===== src/rtl/nn_step_pkg.sv =====
// Shared encodings and weight-address helpers for the step classifier engine.
// Latency: n/a (types, constants and pure functions only).
// Backpressure: n/a.
package nn_step_pkg;

  localparam logic [2:0] FUNCT_RESET  = 3'd0;
  localparam logic [2:0] FUNCT_COUNT  = 3'd1;
  localparam logic [2:0] FUNCT_UPDATE = 3'd2;

  typedef enum logic [1:0] {
    IDLE = 2'd0,
    L1   = 2'd1,
    L2   = 2'd2,
    ACT  = 2'd3
  } state_t;

  // Total number of weights held for a given hidden-layer size.
  function automatic int num_weights(input int hidden);
    return 3 * hidden;
  endfunction

  // Theta for hidden node k; sel 0 multiplies sample a, sel 1 multiplies b.
  function automatic int theta_addr(input int k, input int sel);
    return 2 * k + sel;
  endfunction

  // Output-layer weight alpha_k sits after all thetas.
  function automatic int alpha_addr(input int hidden, input int k);
    return 2 * hidden + k;
  endfunction

endpackage


===== src/rtl/nn_mac_sat.sv =====
// Single-multiplier accumulate with clear, plus saturating >>>FRAC rescale of the running sum.
// Latency: sat_out is combinational from acc_q and this cycle's product; acc_q updates next edge.
// Backpressure: none; the caller sequences mac_en/clr every cycle.
module nn_mac_sat
  import nn_step_pkg::*;
#(
  parameter int DATA_W = 10,
  parameter int FRAC   = 4,
  parameter int ACC_W  = 2 * DATA_W + 2
) (
  input  logic                     clk,
  input  logic                     rst,
  input  logic                     mac_en,
  input  logic                     clr,
  input  logic signed [DATA_W-1:0] x,
  input  logic signed [DATA_W-1:0] w,
  output logic signed [DATA_W-1:0] sat_out
);

  localparam logic signed [ACC_W-1:0] SAT_MAX = ACC_W'((1 << (DATA_W - 1)) - 1);
  localparam logic signed [ACC_W-1:0] SAT_MIN = ACC_W'(-(1 << (DATA_W - 1)));

  logic signed [ACC_W-1:0]    acc_q;
  logic signed [ACC_W-1:0]    acc_d;
  logic signed [2*DATA_W-1:0] prod;
  logic signed [ACC_W-1:0]    sum;
  logic signed [ACC_W-1:0]    shifted;

  // The one shared multiplier; the sum is what the accumulator would hold after this MAC.
  always_comb begin
    prod    = x * w;
    sum     = mac_en ? (acc_q + {{(ACC_W - 2*DATA_W){prod[2*DATA_W-1]}}, prod}) : acc_q;
    shifted = sum >>> FRAC;
    if (shifted > SAT_MAX) begin
      sat_out = SAT_MAX[DATA_W-1:0];
    end else if (shifted < SAT_MIN) begin
      sat_out = SAT_MIN[DATA_W-1:0];
    end else begin
      sat_out = shifted[DATA_W-1:0];
    end
  end

  // Clear wins over accumulate so a node's last MAC can hand off its result and restart at zero.
  always_comb begin
    acc_d = acc_q;
    if (clr) begin
      acc_d = '0;
    end else if (mac_en) begin
      acc_d = sum;
    end
  end

  // Accumulator register.
  always_ff @(posedge clk) begin
    if (rst) begin
      acc_q <= '0;
    end else begin
      acc_q <= acc_d;
    end
  end

endmodule


===== src/rtl/nn_step_engine.sv =====
// Time-multiplexed 2-in/HIDDEN/1-out step classifier with weight file and edge-counted step total.
// Latency: step_valid pulses 3*HIDDEN+1 edges after a count transfer; other functs take one edge.
// Backpressure: in_ready drops for the whole evaluation; nothing is accepted until IDLE again.
module nn_step_engine
  import nn_step_pkg::*;
#(
  parameter int DATA_W = 10,
  parameter int FRAC   = 4,
  parameter int HIDDEN = 2,
  parameter int CNT_W  = 16,
  parameter int THRESH = 32
) (
  input  logic                          clk,
  input  logic                          rst,
  input  logic                          in_valid,
  output logic                          in_ready,
  input  logic [2:0]                    funct,
  input  logic signed [DATA_W-1:0]      a,
  input  logic signed [DATA_W-1:0]      b,
  input  logic [$clog2(3*HIDDEN)-1:0]   wr_addr,
  input  logic signed [DATA_W-1:0]      wr_data,
  output logic                          step_valid,
  output logic                          step,
  output logic [CNT_W-1:0]              step_count,
  output logic                          busy
);

  localparam int NW    = num_weights(HIDDEN);
  localparam int AW    = $clog2(3 * HIDDEN);
  localparam int ACC_W = 2 * DATA_W + $clog2(HIDDEN) + 1;
  // One index walks the weight file: thetas during L1, then alphas during L2.
  localparam logic [AW-1:0] L1_LAST = AW'(theta_addr(HIDDEN - 1, 1));
  localparam logic [AW-1:0] L2_LAST = AW'(alpha_addr(HIDDEN, HIDDEN - 1));

  state_t                   state_q, state_d;
  logic [AW-1:0]            idx_q, idx_d;
  logic signed [DATA_W-1:0] a_q, a_d;
  logic signed [DATA_W-1:0] b_q, b_d;
  logic signed [DATA_W-1:0] w_q [NW];
  logic signed [DATA_W-1:0] w_d [NW];
  logic signed [DATA_W-1:0] h_q [HIDDEN];
  logic signed [DATA_W-1:0] h_d [HIDDEN];
  logic                     step_q, step_d;
  logic                     step_valid_q, step_valid_d;
  logic                     prev_step_q, prev_step_d;
  logic [CNT_W-1:0]         cnt_q, cnt_d;

  logic                     mac_en;
  logic                     mac_clr;
  logic signed [DATA_W-1:0] mac_x;
  logic signed [DATA_W-1:0] mac_w;
  logic signed [DATA_W-1:0] mac_sat;
  logic                     step_new;

  nn_mac_sat #(
    .DATA_W (DATA_W),
    .FRAC   (FRAC),
    .ACC_W  (ACC_W)
  ) u_mac (
    .clk     (clk),
    .rst     (rst),
    .mac_en  (mac_en),
    .clr     (mac_clr),
    .x       (mac_x),
    .w       (mac_w),
    .sat_out (mac_sat)
  );

  // Sequencer: handshake decode in IDLE, one MAC per cycle in L1/L2, threshold and count in ACT.
  always_comb begin
    state_d      = state_q;
    idx_d        = idx_q;
    a_d          = a_q;
    b_d          = b_q;
    w_d          = w_q;
    h_d          = h_q;
    step_d       = step_q;
    step_valid_d = 1'b0;
    prev_step_d  = prev_step_q;
    cnt_d        = cnt_q;
    mac_en       = 1'b0;
    mac_clr      = 1'b0;
    mac_x        = a_q;
    mac_w        = w_q[idx_q];
    step_new     = 1'b0;

    case (state_q)
      IDLE: begin
        if (in_valid) begin
          case (funct)
            FUNCT_RESET: begin
              cnt_d       = '0;
              prev_step_d = 1'b0;
            end
            FUNCT_COUNT: begin
              a_d     = a;
              b_d     = b;
              idx_d   = '0;
              state_d = L1;
            end
            FUNCT_UPDATE: begin
              if (int'(wr_addr) < NW) begin
                w_d[wr_addr] = wr_data;
              end
            end
            default: ;
          endcase
        end
      end

      L1: begin
        // Even index multiplies a, odd index multiplies b and closes the node.
        mac_en = 1'b1;
        mac_x  = idx_q[0] ? b_q : a_q;
        if (idx_q[0]) begin
          mac_clr = 1'b1;
          for (int i = 0; i < HIDDEN - 1; i++) begin
            h_d[i] = h_q[i + 1];
          end
          h_d[HIDDEN-1] = mac_sat;
        end
        idx_d = idx_q + AW'(1);
        if (idx_q == L1_LAST) begin
          state_d = L2;
        end
      end

      L2: begin
        // Hidden results drain from the head of the shift chain in node order.
        mac_en = 1'b1;
        mac_x  = h_q[0];
        for (int i = 0; i < HIDDEN - 1; i++) begin
          h_d[i] = h_q[i + 1];
        end
        h_d[HIDDEN-1] = h_q[0];
        idx_d = idx_q + AW'(1);
        if (idx_q == L2_LAST) begin
          idx_d   = '0;
          state_d = ACT;
        end
      end

      ACT: begin
        mac_clr      = 1'b1;
        step_new     = int'(mac_sat) > THRESH;
        step_d       = step_new;
        step_valid_d = 1'b1;
        if (step_new && !prev_step_q && (cnt_q != {CNT_W{1'b1}})) begin
          cnt_d = cnt_q + CNT_W'(1);
        end
        prev_step_d = step_new;
        state_d     = IDLE;
      end

      default: state_d = IDLE;
    endcase
  end

  // State, datapath and weight registers; reset aborts any evaluation in flight.
  always_ff @(posedge clk) begin
    if (rst) begin
      state_q      <= IDLE;
      idx_q        <= '0;
      a_q          <= '0;
      b_q          <= '0;
      step_q       <= 1'b0;
      step_valid_q <= 1'b0;
      prev_step_q  <= 1'b0;
      cnt_q        <= '0;
      for (int i = 0; i < NW; i++) begin
        w_q[i] <= '0;
      end
      for (int i = 0; i < HIDDEN; i++) begin
        h_q[i] <= '0;
      end
    end else begin
      state_q      <= state_d;
      idx_q        <= idx_d;
      a_q          <= a_d;
      b_q          <= b_d;
      step_q       <= step_d;
      step_valid_q <= step_valid_d;
      prev_step_q  <= prev_step_d;
      cnt_q        <= cnt_d;
      w_q          <= w_d;
      h_q          <= h_d;
    end
  end

  // Output mapping.
  always_comb begin
    in_ready   = (state_q == IDLE);
    busy       = (state_q != IDLE);
    step_valid = step_valid_q;
    step       = step_q;
    step_count = cnt_q;
  end

endmodule


===== config.mk =====
export PLATFORM = sky130hd
export DESIGN_NAME = nn_step_engine
export DESIGN_NICKNAME = d
export VERILOG_FILES = /design/src/rtl/nn_step_pkg.sv /design/src/rtl/nn_mac_sat.sv /design/src/rtl/nn_step_engine.sv
export SDC_FILE = /design/constraint.sdc
export NUM_CORES = 1
export LEC_CHECK = 0
export CORE_MARGIN = 5
export CORE_UTILIZATION = 50
export DETAILED_ROUTE_END_ITERATION = 6
export PLACE_DENSITY = 0.7
export SLEW_MARGIN = 30
export SYNTH_ARGS = -nofsm -noshare
export SYNTH_HDL_FRONTEND = slang
export SYNTH_SLANG_ARGS = --single-unit

===== constraint.sdc =====
create_clock -name clk -period 28.3 [get_ports clk]
set_clock_uncertainty 0.15 [all_clocks]
set_input_delay 2.83 -clock clk [delete_from_list [all_inputs] [get_ports clk]]
set_output_delay 2.83 -clock clk [all_outputs]
set_load 0.005 [all_outputs]

==> results of run 1 <==
[sequential cells by signal (all words and copies together), names as in the netlist]
signal       cells
w_q             60
step             1
a_q             10
h_q             20
idx_q            3
u_mac.acc_q     22
step_count      16
b_q             10
step_valid       1
prev_step_q      1
state_q          2
[tightest hold or removal path, cell delays in order (launching register included)]
cell	delay, ps
dfxtp_1	310
nand2_1	50
a21oi_1	50
[power by group through the flow]
stage	logic (mW)	registers, mW	clock network, mW
after floorplan	0.113	0.228	0
after global placement	0.150	0.230	0
after detailed placement	0.152	0.230	0
after CTS	0.153	0.225	0.250
after global routing	0.171	0.227	0.259
final	0.154	0.225	0.246
[layout make-up]
class / instances / share of cell area
clock inverter: 14 / 0.01555
inverter: 150 / 0.04345
clock buffer: 18 / 0.03389
multi-input combinational: 1003 / 0.6036
sequential: 146 / 0.2255
tap: 285 / 0.02752
timing repair buffer: 68 / 0.05040
[stage by stage]
step	power, mW	cells	worst slack [ps]
2_1_floorplan	0.3410	1351	18430
3_3_place_gp	0.3794	1652	17970
3_5_place_dp	0.3812	1652	17700
4_1_cts	0.6282	1684	17680
5_1_grt	0.6568	1684	16990
6_report	0.6255	1684	17660
[per-layer routing]
layer	routed length [um]	part of all wire	vias to the layer above	GRT usage
met5	0	0	-	0
met4	634	0.022	0	0.06728
met3	1218	0.043	45	0.03299
met2	13940	0.49	233	0.3835
met1	12690	0.45	4536	0.2938
li1	-	-	4592	-
[worst min-delay path by stage]
stage / from / end / cells after the start
3_5_place_dp: w_q[53]$_SDFFE_PP0P_ / w_q[53]$_SDFFE_PP0P_ / 2
3_3_place_gp: w_q[43]$_SDFFE_PP0P_ / w_q[43]$_SDFFE_PP0P_ / 2
4_1_cts: w_q[51]$_SDFFE_PP0P_ / w_q[51]$_SDFFE_PP0P_ / 2
5_1_grt: b_q[6]$_SDFFE_PP0P_ / b_q[6]$_SDFFE_PP0P_ / 2
2_1_floorplan: w_q[40]$_SDFFE_PP0P_ / w_q[40]$_SDFFE_PP0P_ / 2
6_report: h_q[0]$_SDFFE_PP0P_ / h_q[10]$_SDFFE_PP0P_ / 2
[cell families after synthesis]
kind of cell	share of synthesized area
AND/OR/NAND/NOR	0.1763
XOR/XNOR	0.03187
AO/OA/AOI/OAI	0.1370
adder cells (fa/ha/maj)	0.2493
multiplexers	0.08506
buffers and inverters	0.06635
flip-flops	0.2541
[synth_stat cells, types with 3 or more instances]
master / instances / area, um^2
and2_1: 16 / 100.1
nor4_1: 7 / 43.79
o211a_1: 3 / 30.03
mux2_2: 5 / 56.30
a21oi_1: 101 / 505.5
a31oi_1: 5 / 31.28
a22oi_1: 10 / 75.07
xnor2_1: 31 / 271.5
o211ai_1: 7 / 52.55
o21ai_0: 29 / 145.1
a22o_1: 15 / 131.4
fa_1: 92 / 1842
ha_1: 82 / 1026
nand3b_1: 10 / 75.07
a31o_2: 3 / 26.28
nor2b_1: 13 / 81.33
nand3_1: 13 / 65.06
inv_1: 149 / 559.3
or2_2: 6 / 37.54
and3_1: 3 / 18.77
o31ai_1: 6 / 45.04
a21o_1: 17 / 127.6
o22ai_1: 3 / 18.77
o21bai_1: 5 / 37.54
buf_2: 4 / 20.02
xor2_1: 9 / 78.83
clkbuf_1: 42 / 157.7
or3_1: 6 / 37.54
or4_1: 5 / 37.54
mux2i_1: 66 / 660.6
o21a_1: 8 / 60.06
nand2b_1: 9 / 56.30
nor2_1: 147 / 551.8
o21ai_1: 9 / 45.04
a211oi_1: 4 / 30.03
mux4_2: 10 / 225.2
nand4_1: 8 / 50.05
dfxtp_1: 146 / 2923
a41o_1: 3 / 30.03
nand2_1: 190 / 713.2
nor3_1: 20 / 100.1
buf_1: 6 / 22.52
==> metrics.md, run 1 <==
| Metric | Value |
|---|---|
| Number of unique standard cell types used by synthesis | 65 |
| Critical Path RT | 28500 ps |
| Fin nets | 1599 |
| Ant. Diodes | 0 |
| Sw power | roughly 200 uW |
| CP max FO | 48 |
| Routed WL | 28490 um |
| Largest net degree at the start of global routing | 72 |
| Minimum hold slack | 301.7 ps |
| Share of cells above drive strength 1 | 0.05718 |
| Die Footprint | roughly 26000 um^2 |
| Pre-antenna DRT Iters | 5 |
| Most used DFF post-synth | dfxtp_1 |
| # rows | between 50 and 60 |
| Achievable Freq | around 0.094 GHz |
| Sequential area share after synthesis | 0.2541 |
| Placed inst area | around 12000 um^2 |
| CTS sink cnt | 146 |
| Buf+Inv Stages, Crit Path | 10 |
| Synth Net Count | 1564 |
| Sequential cell area | approximately 2900 um^2 |
| Static leakage | between 5 and 6 nW |
| Worst r2r src | state_q[1]$_SDFFE_PP0P_ |
| Tot GR Track Use | 0.2233 |
| Status | complete, no violations |
| Core footprint | ~23000 um^2 |
| Gate Count Post-Synth | approximately 1400 |
| MaxCap Viol Count | 0 |
| CP most frequent cell | inv_1 |
| CTS hold repair buffers | 0 |
| WL/cell | ~17 um |
| FF-to-FF path depth | 37 |
| Vias in the first global route | between 9000 and 10000 |
| GRT overflow | 0 |
| Yosys Warn Count | 0 |
| R2R Setup Slk | between 15000 and 20000 ps |
| GPL Wtd Cong | 0.9099 |
| Boundary pin count | between 50 and 60 |
| CTS tree | done |
| Power per cell area | just under 50 nW/um^2 |
| Area of the multi-input gates | just under 8000 um^2 |
| Via count | 9406 |
| Cell Int Power | approximately 420 uW |
| Fin area | ~13000 um^2 |
| Worst setup SP type | flip-flop |
| Setup TNS | 0 ps |
| Delay-heaviest family, CP | adder cells |
| Flop pwr share | 0.360 |
| # setup viols final | 0 |
| Detail Route Antenna Nets | 0 |
| Initial antenna violation count | 0 |
| Number of CTS-inserted buffers | 17 |
| Endpoint class of the critical path | flip-flop |
| CP startpoint | state_q[1]$_SDFFE_PP0P_ |
| Crit-path max cell delay | between 700 and 800 ps |
| First-pass GRT wire length | between 40000 and 50000 um |
| Setup bufs post-CTS | 0 |
| Final Hold Vio Count | 0 |
| Commonest non-fill, non-tap cells in the layout | nand2_1 (190), inv_1 (149), nor2_1 (147), dfxtp_1 (146), a21oi_1 (101) |
| Post-synthesis average cell area | about 8.5 um^2 |
| Slowest cell on the critical path | o21ai_1 |
| Cts repair resizes | 0 |
| RSZ-0062 raised after global routing | false |
| Vias per cell | about 5.6 |
| Worst hold path type | reg2reg |
| Die span in y | 161.7 um |
| CTS clk-pin slew, worst paths | approximately 70 ps |
| Crit path capture | step_count[13]$_SDFFE_PP0P_ |
| Ys async rst share | 0 |
| Comb pwr share | 0.246 |
| Port bufs | 58 |
| Netlist Area Pre-Place | 11500 um^2 |
| Fin crit period | roughly 11000 ps |
| Seq cells post-synth | 146 |
| Core Util, Final | 0.5724 |
| Filler cells | approximately 2000 |
| Critical path class | reg2reg |
| Worst slew pin tran | 1026 ps |
| CTS root buffer | clkbuf_16 |
| Critical R2R Capture | step_count[13]$_SDFFE_PP0P_ |
| Initial Util | 0.5080 |
| Commonest non-fill, non-tap cell in the layout | nand2_1 |
| Worst skew pair latency | 420 ps |
| Critical Path AT | 10840 ps |
| Final Slew Violations | 0 |
| Starting DRT DRC Count | between 600 and 700 |
| Slew Limit Headroom | 0.3163 |
| Critical path depth | 37 |
| Clock power frac | 0.394 |
| # H-tree levels | 4 |
| DP HPWL | ~22000 um |
| Drt drc | 0 |
| DIE WIDTH | 161.7 um |
| Post-synth EDFFs | 0 |
| Clock buffer depth | 2 |
| Sw Ratio | 0.3232 |
| Tcrit/Tclk final | 0.3760 |
| Worst IR Drop VDD | 51.39 uV |
| Area grow syn2layout | 12.66% |
(Power assumes the default switching activity.)
==> inputs of run 2 (changes only) <==
==> constraint.sdc (replaced) <==
create_clock -name clk -period 10.23 [get_ports clk]
set_clock_uncertainty 0.15 [all_clocks]
set_input_delay 1.023 -clock clk [delete_from_list [all_inputs] [get_ports clk]]
set_output_delay 1.023 -clock clk [all_outputs]
set_load 0.005 [all_outputs]
==> metrics.md, run 2 (same netlist as run 1, synthesis figures left out) <==
| Metric | Value |
|---|---|
| Endpoint class of the critical path | flip-flop |
| Core footprint | 22640 um^2 (unchanged) |
| Worst hold path type | reg2reg |
| Reg with most FFs | w_q |
| Slowest cell on the critical path | or4_1 |
| Commonest non-fill, non-tap cells in the layout | nand2_1 (190), inv_1 (149), nor2_1 (147), dfxtp_1 (145), a21oi_1 (101) |
| Delay-heaviest family, CP | compound AO/OA/AOI/OAI gates |
| Fin nets | 1616 (+1.1%) |
| GPL Wtd Cong | 0.8956 (-1.6%) |
| Detail Route Antenna Nets | 0 (unchanged) |
| Starting DRT DRC Count | 558 (-13%) |
| First-pass GRT wire length | 47210 um (-0.81%) |
| WL/cell | 16.57 um (-2.1%) |
| Crit-path max cell delay | 700 ps (-60 ps) |
| Port bufs | 58 (unchanged) |
| Commonest non-fill, non-tap cell in the layout | nand2_1 |
| Critical path class | reg2reg |
| Initial antenna violation count | 0 (unchanged) |
| Fin area | 13100 um^2 (+1.1%) |
| CTS hold repair buffers | 0 (unchanged) |
| Number of CTS-inserted buffers | 17 (unchanged) |
| Clock buffer depth | 2 (unchanged) |
| # H-tree levels | 4 (unchanged) |
| Overall power | 1.746 mW (+180%) |
| Flop pwr share | 0.357 (-0.003) |
| Slew Limit Headroom | 0.3617 (+0.04540) |
| Core Util, Final | 0.5784 (+0.006079) |
| Fin crit period | 9650 ps (-989.9 ps) |
| DP HPWL | 21400 um (-0.51%) |
| Pre-antenna DRT Iters | 5 (unchanged) |
| Tot GR Track Use | 0.2193 (-0.004044) |
| # setup viols final | 0 (unchanged) |
| Routed WL | 28180 um (-1.1%) |
| MaxCap Viol Count | 0 (unchanged) |
| Worst setup SP type | flip-flop |
| Static leakage | 5.842 nW (+1.2%) |
| CP most frequent cell | a21oi_1 |
| Achievable Freq | 0.1036 GHz (+10%) |
| Worst skew pair latency | 430 ps (about the same) |
| Buf+Inv Stages, Crit Path | 6 (-4) |
| Worst slew pin tran | 957.5 ps (-68.11 ps) |
| CTS sink cnt | 146 (unchanged) |
| Status | complete, no violations |
| Via count | 9340 (-0.70%) |
| Placed inst area | 12380 um^2 (+0.49%) |
| Tcrit/Tclk final | 0.9433 (+0.5673) |
| Sw power | 611.0 uW (+200%) |
| Initial Util | 0.5080 (unchanged) |
| CTS tree | done |
| Critical Path RT | 10340 ps (-18160 ps) |
| Ant. Diodes | 0 (unchanged) |
| Max reg flops | 60 (unchanged) |
| GRT overflow | 0 (unchanged) |
| Share of cells above drive strength 1 | 0.07345 (+0.01626) |
| DIE WIDTH | 161.7 um (unchanged) |
| Biggest regs | w_q x60, u_mac.acc_q x22, h_q x20 |
| Cell Int Power | 1.135 mW (+170%) |
| Die Footprint | 26140 um^2 (unchanged) |
| Die span in y | 161.7 um (unchanged) |
| Final Slew Violations | 0 (unchanged) |
| Area grow syn2layout | 13.86% |
| Drt drc | 0 (unchanged) |
| Final Hold Vio Count | 0 (unchanged) |
| Boundary pin count | 59 (unchanged) |
| CP max FO | 46 (-4.2%) |
| Largest net degree at the start of global routing | 91 (+26%) |
| Critical Path AT | 9760 ps (-1080 ps) |
| CTS clk-pin slew, worst paths | 70 ps (about the same) |
| Clock power frac | 0.371 (-0.023) |
| # rows | 55 (unchanged) |
| Power per cell area | 133.4 nW/um^2 (+180%) |
| Vias per cell | 5.491 (-1.7%) |
| Vias in the first global route | 9484 (-0.35%) |
| Sw Ratio | 0.3499 (+0.02672) |
| Worst IR Drop VDD | 120.1 uV (+130%) |
| CTS root buffer | clkbuf_16 |
| Comb pwr share | 0.273 (+0.027) |
run 2: cell count changes in the layout (fill, tap and decap cells not counted), sizes merged:
| cell | before | now |
|---|---|---|
| buf | 11 | 28 |
| inv | 153 | 159 |
| bufinv | 4 | 1 |
| clkinv | 6 | 4 |
| clkbuf | 18 | 17 |
run 2: worst min-delay path: stages, from the launching register on:
cell	delay, ps
dfxtp_1	310
nand2_1	50
a21oi_1	50
run 2: layer usage:
layer,global-route usage,up-vias,part of all wire
li1,-,4623,-
met1,0.2954,4473,0.45
met2,0.3779,216,0.49
met3,0.03654,28,0.049
met4,0.04075,0,0.0090
met5,0,-,0
run 2: cell type report:
type,count,area [um^2]
fill,2009,9544
multi-input combinational,1003,7848
sequential,146,2924
timing repair buffer,85,795.8
inverter,150,563.0
clock buffer,17,425.4
tap,285,356.6
clock inverter,15,183.9
run 2: stage by stage:
step | setup slack, ps | cells | setup TNS, ps | hold WS (ps)
6_report | 580.5 | 1701 | 0 | 301.9
5_1_grt | -12.36 | 1701 | -15.99 | 320.9
4_1_cts | 327.7 | 1692 | 0 | 302.0
3_5_place_dp | 357.4 | 1660 | 0 | 292.2
3_3_place_gp | 464.7 | 1660 | 0 | 285.0
2_1_floorplan | 358.8 | 1351 | 0 | 278.6
run 2: final timing paths:
kind                      startpoint              endpoint  slack, ps  depth (start not counted)
max          state_q[1]$_SDFFE_PP0P_   h_q[6]$_SDFFE_PP0P_        580                         36
min             w_q[50]$_SDFFE_PP0P_  w_q[50]$_SDFFE_PP0P_        300                          2
max reg2reg  state_q[1]$_SDFFE_PP0P_   h_q[6]$_SDFFE_PP0P_        580                         36
min reg2reg     w_q[50]$_SDFFE_PP0P_  w_q[50]$_SDFFE_PP0P_        300                          2
run 2: power by group through the flow:
stage	Clock [mW]	Sequential (mW)	Combinational, mW
floorplan	0	0.630	0.314
global route	0.681	0.627	0.524
detailed placement	0	0.635	0.431
finish	0.647	0.623	0.477
global placement	0	0.635	0.426
CTS	0.656	0.622	0.435
run 2: timing repair:
| item | CTS | global route |
|---|---|---|
| endpoints found under the setup margin | 0 | 24 |
| buffers inserted | 0 | 9 |
| resized for setup | 0 | 14 |
| endpoints found under the hold margin | 0 | 0 |
==> inputs of run 3 (changes only) <==
--- a/config.mk
+++ b/config.mk
@@ -8,7 +8,7 @@
 export CORE_MARGIN = 5
 export CORE_UTILIZATION = 50
 export DETAILED_ROUTE_END_ITERATION = 6
-export PLACE_DENSITY = 0.7
+export PLACE_DENSITY = 0.73
 export SLEW_MARGIN = 30
 export SYNTH_ARGS = -nofsm -noshare
 export SYNTH_HDL_FRONTEND = slang
==> constraint.sdc (replaced) <==
create_clock -name clk -period 8.75 [get_ports clk]
set_clock_uncertainty 0.15 [all_clocks]
set_input_delay 0.875 -clock clk [delete_from_list [all_inputs] [get_ports clk]]
set_output_delay 0.875 -clock clk [all_outputs]
set_load 0.005 [all_outputs]
==> metrics.md, run 3 (same netlist as run 1, synthesis figures left out) <==
| Metric | Value |
|---|---|
| DIE WIDTH | 161.7 um (unchanged) |
| Largest net degree at the start of global routing | 93 (+2.2%) |
| Flop pwr share | 0.316 (-0.041) |
| R2R Setup Slk | 10 ps (-570 ps) |
| First-pass GRT wire length | 49420 um (+4.7%) |
| Max reg flops | 60 (unchanged) |
| # H-tree levels | 4 (unchanged) |
| Commonest non-fill, non-tap cells in the layout | nand2_1 (176), buf_4 (147), nor2_1 (143), dfxtp_1 (143), inv_1 (129) |
| Tcrit/Tclk final | 0.9989 (+0.05561) |
| DP HPWL | 22750 um (+6.3%) |
| Delay-heaviest family, CP | adder cells |
| WL/cell | 17.59 um (+6.2%) |
| MaxCap Viol Count | 0 (unchanged) |
| Detail Route Antenna Nets | 0 (unchanged) |
| CTS root buffer | clkbuf_16 |
| Slew Limit Headroom | 0.3689 (+0.007196) |
| Core Util, Final | 0.6622 (+0.08372) |
| # setup viols final | 0 (unchanged) |
| CTS tree | done |
| Share of cells above drive strength 1 | 0.2344 (+0.1609) |
| Critical path class | reg2reg |
| Worst skew pair latency | 440 ps (about the same) |
| Final worst slack | 9.932 ps (-570.6 ps) |
| Fin area | 14990 um^2 (+14%) |
| Number of CTS-inserted buffers | 17 (unchanged) |
| Clock power frac | 0.342 (-0.029) |
| Critical Path RT | 8880 ps (-1460 ps) |
| DRT met1 WL | 13790 um (+8.7%) |
| Worst r2r src | state_q[0]$_SDFFE_PP0P_ |
| Buf+Inv Stages, Crit Path | 10 (+4) |
| Status | complete, no violations |
| Critical Path AT | 8870 ps (-890 ps) |
| Commonest non-fill, non-tap cell in the layout | nand2_1 |
| Biggest regs | w_q x60, u_mac.acc_q x22, h_q x20 |
| Starting DRT DRC Count | 655 (+17%) |
| Die Footprint | 26140 um^2 (unchanged) |
| Vias in the first global route | 10030 (+5.7%) |
| Worst slew pin tran | 946.7 ps (-10.79 ps) |
| Tot GR Track Use | 0.2306 (+0.01132) |
| Metal2 WL | 15920 um (+15%) |
| Pre-antenna DRT Iters | 5 (unchanged) |
| Placed insts | 1755 (+5.7%) |
| FF-to-FF path depth | 38 (+5.6%) |
| CTS sink cnt | 146 (unchanged) |
| Post-Layout Cell Count | 1838 (+8.1%) |
| Initial antenna violation count | 0 (unchanged) |
| Drt drc | 0 (unchanged) |
| WHS Path Cells | 2 (unchanged) |
| Fin crit period | 8740 ps (-909.4 ps) |
| Cell Int Power | 1.512 mW (+33%) |
| # rows | 55 (unchanged) |
| Final Slew Violations | 0 (unchanged) |
| Sw power | 828.6 uW (+36%) |
| RSZ-0062 raised after global routing | true |
| Critical path depth | 38 (+5.6%) |
| Endpoint class of the critical path | flip-flop |
| Top layer in use | met4 |
| Core footprint | 22640 um^2 (unchanged) |
| Via count | 10390 (+11%) |
| Worst Hold Path EP | w_q[41]$_SDFFE_PP0P_ |
| Initial Util | 0.5080 (unchanged) |
| Vias per cell | 5.651 (+2.9%) |
| CP max FO | 7 (-85%) |
| Worst setup SP type | flip-flop |
| Sw Ratio | 0.3540 (+0.004167) |
| Post-Place Setup Slack | -162.3 ps (-519.8 ps) |
| Critical R2R Capture | h_q[8]$_SDFFE_PP0P_ |
| Comb pwr share | 0.342 (+0.069) |
| CTS clk-pin slew, worst paths | 70 ps (about the same) |
| Boundary pin count | 59 (unchanged) |
| Hold Startpoint | w_q[41]$_SDFFE_PP0P_ |
| Minimum hold slack | 307.1 ps (+5.281 ps) |
| Fin nets | 1753 (+8.5%) |
| GRT overflow | 0 (unchanged) |
| GPL Wtd Cong | 0.9319 (+4.1%) |
| Met3 Wirelength | 1592 um (+16%) |
| Worst hold path type | reg2reg |
| Clock buffer depth | 2 (unchanged) |
| Power per cell area | 156.1 nW/um^2 (+17%) |
| Port bufs | 58 (unchanged) |
| Area grow syn2layout | 30.34% |
| Die span in y | 161.7 um (unchanged) |
| Crit-path max cell delay | 570 ps (-130 ps) |
| Achievable Freq | 0.1144 GHz (+10%) |
| Static leakage | 6.692 nW (+15%) |
| Reg with most FFs | w_q |
| Ant. Diodes | 0 (unchanged) |
| Final Hold Vio Count | 0 (unchanged) |
| Placed inst area | 13220 um^2 (+6.8%) |
| Worst IR Drop VDD | 142.1 uV (+18%) |
| Routed WL | 32340 um (+15%) |
| Slowest cell on the critical path | fa_1 |
-- run 3: worst max-delay path by stage --
stage | slack [ps] | to | from
2_1_floorplan | 7 | step_count[6]$_SDFFE_PP0P_ | state_q[0]$_SDFFE_PP0P_
3_3_place_gp | -20 | h_q[5]$_SDFFE_PP0P_ | state_q[1]$_SDFFE_PP0P_
3_5_place_dp | -160 | h_q[5]$_SDFFE_PP0P_ | state_q[1]$_SDFFE_PP0P_
4_1_cts | -3 | step_count[6]$_SDFFE_PP0P_ | state_q[1]$_SDFFE_PP0P_
5_1_grt | -260 | step_count[6]$_SDFFE_PP0P_ | state_q[1]$_SDFFE_PP0P_
6_report | 10 | h_q[8]$_SDFFE_PP0P_ | state_q[0]$_SDFFE_PP0P_
-- run 3: worst register-to-register path, delay by kind of cell, from the launching register on --
family	cells	cell delay, ps
buffers and inverters	10	1090
AO/OA/AOI/OAI	12	2380
multiplexers	1	280
adder cells (fa/ha/maj)	8	2970
flip-flops	1	390
AND/OR/NAND/NOR	5	990
XOR/XNOR	2	330
-- run 3: cell type report --
type,count,area [um^2]
multi-input cells,1004,8563
fillers,1710,7649
flip-flops and latches,146,2934
repair buffers,221,1928
inverters,150,571.8
clock buffers,17,425.4
well taps,285,356.6
clock inverters,15,212.7
-- run 3: metal layers --
metal | GRT usage | vias up
li1 | - | 4917
met1 | 0.3051 | 5085
met2 | 0.3836 | 323
met3 | 0.03349 | 62
met4 | 0.09112 | 0
met5 | 0 | -
-- run 3: power groups by stage --
stage / Clock [mW] / Combinational, mW / Sequential [mW]
after global placement: 0 / 0.579 / 0.747
after global routing: 0.836 / 0.847 / 0.742
after floorplan: 0 / 0.419 / 0.737
after detailed placement: 0 / 0.590 / 0.746
after CTS: 0.805 / 0.682 / 0.735
final: 0.801 / 0.800 / 0.739
-- run 3: what timing repair did --
item,CTS,global route
hold endpoints to repair,0,0
setup endpoints to repair,25,29
cloned,3,0
buffers inserted,1,47
hold buffers,0,0
pin swaps,12,94
gates resized for setup,24,130
-- run 3: per-stage QoR --
| step | setup TNS (ps) | total power [mW] |
|---|---|---|
| CTS | -3.187 | 2.221 |
| global placement | -144.5 | 1.326 |
| finish | 0 | 2.340 |
| detailed placement | -1818 | 1.335 |
| floorplan | 0 | 1.156 |
| global route | -4445 | 2.424 |
